$ cat src/rtl/digit_entry_buf_pkg.sv
// -----------------------------------------------------------------------------
// digit_entry_pkg
// Shared constants and helpers for the keypad digit entry buffer and the lock
// FSM that drives it.
//   KEY_NONE     : key code meaning "no key pressed"
//   DEF_DIGITS   : default number of digit slots
//   DEF_DIGIT_W  : default bits stored per digit
//   DEF_KEY_W    : default width of the keypad key code
//   DEF_KEY_MAX  : default largest valid key code
//   clog2()      : ceiling log2, used to size the slot counter
// -----------------------------------------------------------------------------
package digit_entry_pkg;

  localparam int KEY_NONE    = 0;
  localparam int DEF_DIGITS  = 3;
  localparam int DEF_DIGIT_W = 2;
  localparam int DEF_KEY_W   = 4;
  localparam int DEF_KEY_MAX = 3;

  // Ceiling log2. The counter must hold 0..DIGITS, so callers pass DIGITS+1,
  // which is always >= 2 and therefore never yields a zero width.
  function automatic int clog2(input int value);
    int result;
    int v;
    result = 0;
    v      = value - 1;
    while (v > 0) begin
      result = result + 1;
      v      = v >> 1;
    end
    return result;
  endfunction

endpackage

$ cat src/rtl/digit_entry_buf_if.sv
// -----------------------------------------------------------------------------
// digit_entry_buf_if
// Bundles every signal exchanged between the lock FSM / keypad side (master)
// and the digit entry buffer (slave).
//   enable    : FSM is in an entry state; keys and backspace are honoured
//   clear     : synchronous clear of the buffer
//   key_valid : keypad level; a key is taken on its rising edge only
//   key_code  : key value, sampled in the rising-edge cycle
//   backspace : level; acts on its rising edge only
//   ref_code  : stored password, slot 0 in the MSBs
//   digits    : entered digits, slot 0 (first entered) in the MSBs
//   count     : number of filled slots
//   full      : count == DIGITS
//   match     : full and digits == ref_code (registered)
//   key_acc   : one-cycle pulse when a key is stored
//   key_err   : one-cycle pulse when a key edge is rejected
//
// Handshake: there is no ready/back-pressure. key_valid and backspace are
// plain levels; each rising edge is one event, consumed in the cycle it is
// seen whether or not it is acted on. The outcome of a key event is reported
// by exactly one of key_acc / key_err in the following cycle (or neither,
// when the event is discarded by clear or by enable being low).
// -----------------------------------------------------------------------------
interface digit_entry_buf_if
  import digit_entry_pkg::*;
#(
  parameter int DIGITS  = DEF_DIGITS,
  parameter int DIGIT_W = DEF_DIGIT_W,
  parameter int KEY_W   = DEF_KEY_W
);

  localparam int CNT_W = clog2(DIGITS + 1);

  logic                        enable;
  logic                        clear;
  logic                        key_valid;
  logic [KEY_W-1:0]            key_code;
  logic                        backspace;
  logic [DIGITS*DIGIT_W-1:0]   ref_code;
  logic [DIGITS*DIGIT_W-1:0]   digits;
  logic [CNT_W-1:0]            count;
  logic                        full;
  logic                        match;
  logic                        key_acc;
  logic                        key_err;

  modport master (
    output enable, clear, key_valid, key_code, backspace, ref_code,
    input  digits, count, full, match, key_acc, key_err
  );

  modport slave (
    input  enable, clear, key_valid, key_code, backspace, ref_code,
    output digits, count, full, match, key_acc, key_err
  );

endinterface

$ cat src/rtl/digit_entry_buf_key_edge.sv
// -----------------------------------------------------------------------------
// key_edge
// One-bit synchronous rising-edge detector.
//   clk     : system clock, rising edge
//   rst     : synchronous active-low reset; clears the history to 0 so a
//             level held through reset shows up as a new edge afterwards
//   i_level : input level
//   o_edge  : high in the cycle where i_level is 1 and was 0 last cycle
// -----------------------------------------------------------------------------
module key_edge (
  input  logic clk,
  input  logic rst,
  input  logic i_level,
  output logic o_edge
);

  logic r_level_q;

  always_ff @(posedge clk) begin
    if (!rst) begin
      r_level_q <= 1'b0;
    end else begin
      r_level_q <= i_level;
    end
  end

  assign o_edge = i_level & ~r_level_q;

endmodule

$ cat src/rtl/digit_entry_buf.sv
// -----------------------------------------------------------------------------
// digit_entry_buf
// Parametrised keypad entry buffer. Collects up to DIGITS key codes in entry
// order with backspace, clear, full/overflow reporting and a registered
// compare against a reference code.
//   clk : system clock, rising edge
//   rst : synchronous active-low reset
//   bus : digit_entry_buf_if slave modport (controls, key inputs, results)
// Parameters:
//   DIGITS  : number of slots (1..8)
//   DIGIT_W : bits stored per digit
//   KEY_W   : width of the incoming key code
//   KEY_MAX : largest valid key code (valid codes are 1..KEY_MAX)
// Per-cycle priority: rst > clear > backspace edge > key edge.
// -----------------------------------------------------------------------------
module digit_entry_buf
  import digit_entry_pkg::*;
#(
  parameter int DIGITS  = DEF_DIGITS,
  parameter int DIGIT_W = DEF_DIGIT_W,
  parameter int KEY_W   = DEF_KEY_W,
  parameter int KEY_MAX = DEF_KEY_MAX
) (
  input  logic              clk,
  input  logic              rst,
  digit_entry_buf_if.slave  bus
);

  localparam int CNT_W = clog2(DIGITS + 1);
  localparam int BUF_W = DIGITS * DIGIT_W;

  localparam logic [CNT_W-1:0] CNT_FULL = CNT_W'(DIGITS);
  localparam logic [CNT_W-1:0] CNT_ONE  = CNT_W'(1);

  logic              w_kedge;
  logic              w_bedge;
  logic              w_key_ok;

  logic [BUF_W-1:0]  r_digits;
  logic [CNT_W-1:0]  r_count;
  logic              r_match;
  logic              r_key_acc;
  logic              r_key_err;

  logic [BUF_W-1:0]  w_digits_next;
  logic [CNT_W-1:0]  w_count_next;
  logic              w_match_next;
  logic              w_key_acc_next;
  logic              w_key_err_next;

  // Edge history runs every cycle independent of enable/clear, so an edge
  // that arrives while disabled is consumed and never replayed later.
  key_edge u_key_edge (
    .clk     (clk),
    .rst     (rst),
    .i_level (bus.key_valid),
    .o_edge  (w_kedge)
  );

  key_edge u_bs_edge (
    .clk     (clk),
    .rst     (rst),
    .i_level (bus.backspace),
    .o_edge  (w_bedge)
  );

  assign w_key_ok = (int'(bus.key_code) != KEY_NONE) &&
                    (int'(bus.key_code) <= KEY_MAX);

  always_comb begin
    w_digits_next  = r_digits;
    w_count_next   = r_count;
    w_key_acc_next = 1'b0;
    w_key_err_next = 1'b0;

    if (bus.clear) begin
      // Coincident key/backspace edges are discarded silently.
      w_digits_next = '0;
      w_count_next  = '0;
    end else if (bus.enable && w_bedge && (r_count != '0)) begin
      // Backspace wins over a simultaneous key; the key is reported as lost.
      w_count_next = r_count - CNT_ONE;
      for (int i = 0; i < DIGITS; i++) begin
        if (CNT_W'(i) == (r_count - CNT_ONE)) begin
          w_digits_next[(DIGITS-1-i)*DIGIT_W +: DIGIT_W] = '0;
        end
      end
      w_key_err_next = w_kedge;
    end else if (bus.enable && w_kedge) begin
      // A backspace on an empty buffer is a no-op and does not block a key.
      if (w_key_ok && (r_count != CNT_FULL)) begin
        for (int i = 0; i < DIGITS; i++) begin
          if (CNT_W'(i) == r_count) begin
            w_digits_next[(DIGITS-1-i)*DIGIT_W +: DIGIT_W] =
              bus.key_code[DIGIT_W-1:0];
          end
        end
        w_count_next   = r_count + CNT_ONE;
        w_key_acc_next = 1'b1;
      end else begin
        w_key_err_next = 1'b1;
      end
    end
  end

  // Compare against the next-state values so match lines up with full.
  assign w_match_next = (w_count_next == CNT_FULL) &&
                        (w_digits_next == bus.ref_code);

  always_ff @(posedge clk) begin
    if (!rst) begin
      r_digits  <= '0;
      r_count   <= '0;
      r_match   <= 1'b0;
      r_key_acc <= 1'b0;
      r_key_err <= 1'b0;
    end else begin
      r_digits  <= w_digits_next;
      r_count   <= w_count_next;
      r_match   <= w_match_next;
      r_key_acc <= w_key_acc_next;
      r_key_err <= w_key_err_next;
    end
  end

  assign bus.digits  = r_digits;
  assign bus.count   = r_count;
  assign bus.full    = (r_count == CNT_FULL);
  assign bus.match   = r_match;
  assign bus.key_acc = r_key_acc;
  assign bus.key_err = r_key_err;

endmodule

$ cat src/flat_wrapper.sv
// flat-port wrapper written by rule: the top's interface ports become plain ports
module digit_entry_buf_flat import digit_entry_pkg::*;
#(
  parameter int DIGITS  = DEF_DIGITS,
  parameter int DIGIT_W = DEF_DIGIT_W,
  parameter int KEY_W   = DEF_KEY_W,
  parameter int KEY_MAX = DEF_KEY_MAX
)
  (clk, rst, bus_enable, bus_clear, bus_key_valid, bus_key_code, bus_backspace, bus_ref_code, bus_digits, bus_count, bus_full, bus_match, bus_key_acc, bus_key_err);
  digit_entry_buf_if #(.DIGITS(DIGITS), .DIGIT_W(DIGIT_W), .KEY_W(KEY_W)) bus_i ();
  input  logic clk;
  input  logic rst;
  input wire logic [$bits(bus_i.enable)-1:0] bus_enable;
  input wire logic [$bits(bus_i.clear)-1:0] bus_clear;
  input wire logic [$bits(bus_i.key_valid)-1:0] bus_key_valid;
  input wire logic [$bits(bus_i.key_code)-1:0] bus_key_code;
  input wire logic [$bits(bus_i.backspace)-1:0] bus_backspace;
  input wire logic [$bits(bus_i.ref_code)-1:0] bus_ref_code;
  output wire logic [$bits(bus_i.digits)-1:0] bus_digits;
  output wire logic [$bits(bus_i.count)-1:0] bus_count;
  output wire logic [$bits(bus_i.full)-1:0] bus_full;
  output wire logic [$bits(bus_i.match)-1:0] bus_match;
  output wire logic [$bits(bus_i.key_acc)-1:0] bus_key_acc;
  output wire logic [$bits(bus_i.key_err)-1:0] bus_key_err;
  assign bus_i.enable = bus_enable;
  assign bus_i.clear = bus_clear;
  assign bus_i.key_valid = bus_key_valid;
  assign bus_i.key_code = bus_key_code;
  assign bus_i.backspace = bus_backspace;
  assign bus_i.ref_code = bus_ref_code;
  assign bus_digits = bus_i.digits;
  assign bus_count = bus_i.count;
  assign bus_full = bus_i.full;
  assign bus_match = bus_i.match;
  assign bus_key_acc = bus_i.key_acc;
  assign bus_key_err = bus_i.key_err;
  digit_entry_buf #(.DIGITS(DIGITS), .DIGIT_W(DIGIT_W), .KEY_W(KEY_W), .KEY_MAX(KEY_MAX)) u_core (.clk(clk), .rst(rst), .bus(bus_i));
endmodule
$ cat config.mk
export PLATFORM = sky130hd
export DESIGN_NAME = digit_entry_buf_flat
export DESIGN_NICKNAME = d
export VERILOG_FILES = /design/src/rtl/digit_entry_buf_pkg.sv /design/src/rtl/digit_entry_buf_if.sv /design/src/rtl/digit_entry_buf_key_edge.sv /design/src/rtl/digit_entry_buf.sv /design/src/flat_wrapper.sv
export SDC_FILE = /design/constraint.sdc
export NUM_CORES = 1
export LEC_CHECK = 0
export ABC_AREA = 1
export BUFFER_PORTS_ARGS = -buffer_cell sky130_fd_sc_hd__buf_2
export CAP_MARGIN = 25
export CORE_MARGIN = 5
export CORE_UTILIZATION = 45
export DETAILED_ROUTE_END_ITERATION = 8
export PLACE_DENSITY_LB_ADDON = 0.15
export SYNTH_ARGS = -nofsm -noshare
export SYNTH_HDL_FRONTEND = slang
export SYNTH_HIERARCHICAL = 1
export SYNTH_SLANG_ARGS = --single-unit
$ cat constraint.sdc
create_clock -name clk -period 1.8 [get_ports clk]
set_clock_uncertainty 0.15 [all_clocks]
set_input_delay 0.09 -clock clk [delete_from_list [all_inputs] [get_ports clk]]
set_output_delay 0.09 -clock clk [all_outputs]
set_load 0.02 [all_outputs]
==> qor.yml, run 1 <==
yosys:
  synth.distinct_cells: 21
  syn_nets: 161
  synth_most_common_cell: "nand2_1"
  yosys-top-cells-area: "dfxtp_1 29%, nand2_1 16%, inv_1 8.3%"
  synth_warnings: 6
  syn_inst: 140
  netlist_area_um2: 905
  synth_commonest_cells: "38 x nand2_1, 20 x inv_1, 18 x nor2_1"
  ys_seq_area_share_pct: 28.8
  synth-edff-count: 0
  yosys.area.top_type: "dfxtp_1"
  synth_top_area_share_pct: 28.8
  async_flop_share_pct: 0
  synth_top_flop_cell: "dfxtp_1"
  avgSynthCellArea_um2: 6.46
  ys_seq_elements: 13
finish:
  utilization_pct: 72.7
  multi_input_comb_area_um2: 671
  drive_gt1_share_pct: 48.2
  final_nets: 213
  syn_to_final_growth_pct: 56.0
  fillers: 155
  regArea_um2: 263
  n_antenna_cell: 0
routing:
  vias: 1077
  first_pass_iters: 6
  viasPerCell: 4.94
  drc: 0
  drt-initial-drc-count: 21
  ant_nets: 0
  wl_per_cell_um: 12.0
  drt_wl_total_mm: 2.63
timing:
  fin_crit_ps: 1810
  rsz0062_at_grt: "yes"
  setup_ws_ps: -9.41
  fmax_mhz: 553
  drv_slew: 0
  slew_headroom_pct: 80.4
  fin_crit_sh_pct: 101
  finalSetupViolCount: 1
  worst_pin_slew_ps: 294
  hold_viol: 0
global_routing:
  grt_max_degree: 9
  grt_first_pass_wirelength_mm: 3.95
  grt_pass1_vias: 959
  grt_overflow: 0
  antenna_found_initial: 0
  grt_use_total_pct: 18.0
outcome:
  violations: "negative setup slack"
  outcome: "complete, but fails checks"
critical_path:
  critPathRequiredTime_ps: 1870
  critPathKind: "reg2reg"
  crit_fanout: 4
  reg2reg_depth: 12
  startpoint_type: "flop"
  endpoint: "u_core/bus.match"
  reg2reg_to: "u_core/bus.match"
  r2r_setup_slack_ps: -9
  cp-end-kind: "flop"
  r2r_start: "u_core/bus.count[0]"
  cp.arrival_ps: 1880
  startpoint: "u_core/bus.count[0]"
cts:
  numCtsBuffers: 3
  clockBufferDepth: 2
  insertion_delay_ps: 280
  h-tree-depth: 1
  path_clk_slew_ps: 90
  cts_sinks: 13
  clockRootBuffer: "clkbuf_4"
  cts_tree: "yes"
floorplanning:
  pin_count: 28
  die_w_um: 54.8
  coreArea_mm2: 0.00194
  initial_core_util_pct: 46.6
  rows: 16
  die_height_um: 54.8
  dieArea_mm2: 0.00301
pwr:
  power_density_mw_per_mm2: 423
  leakage_nw: 0.735
  peakVddDrop_mv: 0.314
  p_total_mw: 0.597
placed_design:
  numPortBuffers: 27
  place.gp.congestion: 0.885
  dp_hpwl_mm: 1.82
worst_hold_path:
  worstHoldPathType: "in2reg"
run:
  max-cap-violations: 0
[final cells by class]
| type | count | share of cell area (%) |
|---|---|---|
| multi-input combinational | 103 | 47.5 |
| sequential | 13 | 18.6 |
| timing repair buffer | 50 | 23.9 |
| clock inverter | 1 | 0.355 |
| inverter | 21 | 5.59 |
| clock buffer | 3 | 1.60 |
| tap | 27 | 2.39 |
[kinds of logic after synthesis]
group	Yosys count	synth area share, %
simple gates	89	46.9
buf+inv	24	11.9
flops	13	28.8
compound gates	9	5.53
fa+ha+maj	5	6.92
[flip-flops by register name, indices dropped and copies added, names as in the netlist]
name                         flops
u_core/u_key_edge/r_level_q      1
u_core/bus.count                 2
u_core/bus.key_acc               1
u_core/bus.key_err               1
u_core/u_bs_edge/r_level_q       1
u_core/bus.match                 1
u_core/bus.digits                6
[report_power, final]
part	leakage [nW]	internal, mW	switching, mW
combinational	0.611	0.0506	0.0678
clock	0.0177	0.0823	0.102
sequential	0.106	0.292	0.00192
[cell usage in the layout (no fill, tap or decap), drive strengths merged]
cell type	n
nand3b	1
nand2	42
dlygate4sd3	6
nand4	2
nor3	2
ha	5
clkbuf	3
a21oi	7
dfxtp	13
a211oi	1
o21bai	1
inv	21
clkinv	1
nand3	18
nor2	24
buf	44
[timing repair]
| item | 4_1_cts | 5_1_grt |
|---|---|---|
| resized for setup | 11 | 27 |
| setup endpoints to repair | 1 | 2 |
| hold buffers | 6 | 0 |
| buffers inserted | 1 | 2 |
| pin swaps | 3 | 11 |
| endpoints found under the hold margin | 3 | 0 |
[metrics by stage]
step / std cells / setup WS (ps) / TNS, ps / instance area [um^2] / hold WS (ps)
after floorplan: 140 / 25.9 / 0 / 910 / 33.5
after global placement: 205 / -10.6 / -10.6 / 1150 / 132
after detailed placement: 205 / -67.8 / -67.8 / 1150 / 141
after CTS: 216 / 12.7 / 0 / 1300 / 14.2
after global routing: 218 / -149 / -258 / 1410 / 25.1
final: 218 / -9.41 / -9.41 / 1410 / 8.08
[critical path, cell delays in order, from the launching register on]
cell and delay (ps):
dfxtp_2 330, buf_6 120, ha_4 150, inv_2 50
buf_4 130, nand4_4 120, nand3_1 110, nand2_1 90
nor2_2 100, nand2_1 70, nor2_1 120, nand3_1 110
nor2_2 100
[layer usage]
metal | vias up | track usage, % | share of wire (%)
met1 | 500 | 22.5 | 41
met4 | 0 | 6.22 | 1.7
li1 | 537 | - | -
met3 | 6 | 2.72 | 5.3
met5 | - | 0 | 0
met2 | 34 | 30.9 | 52
[how the worst min path moves through the flow]
stage                                from                    endpoint  slack [ps]  cells past startpoint
after detailed placement    bus_backspace  u_core/u_bs_edge/r_level_q         140                      3
final                          bus_enable          u_core/bus.key_err           8                      3
after global routing           bus_enable          u_core/bus.key_err          30                      3
after global placement      bus_backspace  u_core/u_bs_edge/r_level_q         130                      3
after floorplan             bus_backspace  u_core/u_bs_edge/r_level_q          30                      2
after CTS                 bus_ref_code[3]            u_core/bus.match          10                      6
(Power assumes the default switching activity.)
==> run 2, diff against run 1 <==
--- a/config.mk
+++ b/config.mk
@@ -9,7 +9,7 @@
 export BUFFER_PORTS_ARGS = -buffer_cell sky130_fd_sc_hd__buf_2
 export CAP_MARGIN = 25
 export CORE_MARGIN = 5
-export CORE_UTILIZATION = 45
+export CORE_UTILIZATION = 50
 export DETAILED_ROUTE_END_ITERATION = 8
 export PLACE_DENSITY_LB_ADDON = 0.15
 export SYNTH_ARGS = -nofsm -noshare
==> constraint.sdc (replaced) <==
create_clock -name clk -period 2.3 [get_ports clk]
set_clock_uncertainty 0.15 [all_clocks]
set_input_delay 0.115 -clock clk [delete_from_list [all_inputs] [get_ports clk]]
set_output_delay 0.115 -clock clk [all_outputs]
set_load 0.02 [all_outputs]
==> run 2 against run 1 <==
Effect of this change:
- the run now ends clean
- global-route usage decreased by 0.32 points
- core utilization decreased by 8.0 points
- power decreased by 26%
- largest cell class unchanged
- highest routed layer unchanged
==> qor.yml, run 2 (same netlist as run 1, synthesis figures left out) <==
critical_path:
  r2r_start: "u_core/bus.count[0]"  # unchanged
  reg2reg_to: "u_core/bus.match"  # unchanged
  r2r_setup_slack_ps: 230  # was -9 ps
  endpoint: "u_core/bus.match"  # unchanged
  startpoint_type: "flop"  # unchanged
  cp-end-kind: "flop"  # unchanged
  crit_fanout: 9  # was 4
  reg2reg_depth: 12  # unchanged
  cp.arrival_ps: 2150  # was 1880 ps
  critPathRequiredTime_ps: 2370  # was 1870 ps
  startpoint: "u_core/bus.count[0]"  # unchanged
  critPathKind: "reg2reg"  # unchanged
timing:
  fin_crit_ps: 2070  # was 1810 ps
  tns_ps: 0  # was -9.41 ps
  finalSetupViolCount: 0  # was 1
  holdWs_ps: 32.0  # was 8.08 ps
  hold_viol: 0  # unchanged
  drv_slew: 0  # unchanged
  fmax_mhz: 482  # was 553 MHz
  fin_crit_sh_pct: 90.2  # was 101%
  slew_headroom_pct: 72.9  # was 80.4%
  worst_pin_slew_ps: 407  # was 294 ps
  rsz0062_at_grt: "no"  # was yes
outcome:
  outcome: "finished, final reports clean"  # was complete, but fails checks
placed_design:
  numPortBuffers: 27  # unchanged
  place.gp.congestion: 0.855  # was 0.885
  placedCellCount: 190  # was 205
  dp_hpwl_mm: 1.75  # was 1.82 mm
routing:
  wl_met1_mm: 1.02  # was 1.09 mm
  drc: 0  # unchanged
  vias: 938  # was 1077
  wl_per_cell_um: 11.1  # was 12.0 um
  ant_nets: 0  # unchanged
  first_pass_iters: 4  # was 6
  dr_wl_met3_um: 134  # was 140 um
  met2_length_mm: 1.01  # was 1.35 mm
  routed.top_layer: "met4"  # unchanged
  drt_wl_total_mm: 2.20  # was 2.63 mm
  viasPerCell: 4.74  # was 4.94
  drt-initial-drc-count: 26  # was 21
cts:
  cts_sinks: 13  # unchanged
  clockBufferDepth: 2  # unchanged
  numCtsBuffers: 3  # unchanged
  cts_tree: "yes"  # unchanged
  cts_setup_buffers: 0  # was 1
  clockRootBuffer: "clkbuf_4"  # unchanged
  insertion_delay_ps: 270  # was 280 ps
  path_clk_slew_ps: 90  # about the same
  h-tree-depth: 1  # unchanged
global_routing:
  grt_overflow: 0  # unchanged
  grt_max_degree: 12  # was 9
  grt_use_total_pct: 17.7  # was 18.0%
  antenna_found_initial: 0  # unchanged
  grt_pass1_vias: 860  # was 959
  grt_first_pass_wirelength_mm: 3.62  # was 3.95 mm
finish:
  n_antenna_cell: 0  # unchanged
  syn_to_final_growth_pct: 23.4  # was 56.0%
  largest_reg_flops: 6  # unchanged
  final_cell_mix: "38 x nand2_1, 27 x buf_2, 19 x inv_1"  # was 27 x buf_2, 27 x nand2_1, 17 x inv_1
  instances_no_fill: 198  # was 218
  mostFrequentLayoutCell: "nand2_1"
  drive_gt1_share_pct: 27.7  # was 48.2%
  final_nets: 195  # was 213
  utilization_pct: 64.6  # was 72.7%
floorplanning:
  initial_core_util_pct: 52.4  # was 46.6%
  dieArea_mm2: 0.00276  # was 0.00301 mm^2
  coreArea_mm2: 0.00173  # was 0.00194 mm^2
  die_w_um: 52.5  # was 54.8 um
  rows: 15  # was 16
  die_height_um: 52.5  # was 54.8 um
  pin_count: 28  # unchanged
run:
  max-cap-violations: 0  # unchanged
pwr:
  p_total_mw: 0.444  # was 0.597 mW
  leakage_nw: 0.604  # was 0.735 nW
  power_density_mw_per_mm2: 398  # was 423 mW/mm^2
  peakVddDrop_mv: 0.248  # was 0.314 mV
worst_hold_path:
  worstHoldPathType: "in2reg"  # unchanged
run 2: cell types whose count changed in the layout (fill, tap and decap cells not counted), sizes merged:
cell and change:
buf -16, clkbuf +1, clkinv -1, dlygate4sd3 -2
run 2: report_power, final:
part           switching, mW  internal [mW]
logic                 0.0404         0.0282
clock network         0.0781         0.0672
registers            0.00170          0.228
total                  0.120          0.324
run 2: how the worst min path moves through the flow:
| stage | startpoint | to | slack (ps) | depth (start not counted) |
|---|---|---|---|---|
| global route | bus_key_code[2] | u_core/bus.key_acc | 50 | 4 |
| global placement | bus_key_valid | u_core/u_key_edge/r_level_q | 160 | 3 |
| detailed placement | bus_key_valid | u_core/u_key_edge/r_level_q | 160 | 3 |
| CTS | bus_key_code[2] | u_core/bus.key_acc | 30 | 4 |
| finish | bus_ref_code[1] | u_core/bus.match | 30 | 6 |
| floorplan | bus_backspace | u_core/u_bs_edge/r_level_q | 60 | 2 |
run 2: cell type report:
cell class	instances	area, um^2
well taps	25	31.3
multi-input cells	103	537
inverters	21	78.8
clock buffers	4	26.3
fillers	165	611
repair buffers	32	183
flip-flops and latches	13	260
run 2: metal layers:
layer,vias up,global-route usage [%]
met1,402,22.6
met2,30,28.5
li1,500,-
met5,-,0
met3,6,2.85
met4,0,8.51
run 2: stage by stage:
step	cell area, um^2	setup slack, ps
floorplan	905	369
global placement	1050	335
detailed placement	1050	216
CTS	1120	191
global route	1120	2.14
finish	1120	225
run 2: critical path, cell delays in order (launching register included):
cell	delay [ps]
dfxtp_1	410
inv_1	120
ha_1	230
inv_2	70
nand3_1	260
buf_4	270
nand3_1	90
nand2_1	100
nand2_1	70
nand2_1	50
nor2_1	80
nand2_1	70
nor2_2	70
run 2: timing repair:
item / 4_1_cts / 5_1_grt
hold endpoints to repair: 2 / 0
setup endpoints to repair: 0 / 1
gates resized for setup: 0 / 1
hold buffers: 4 / 0
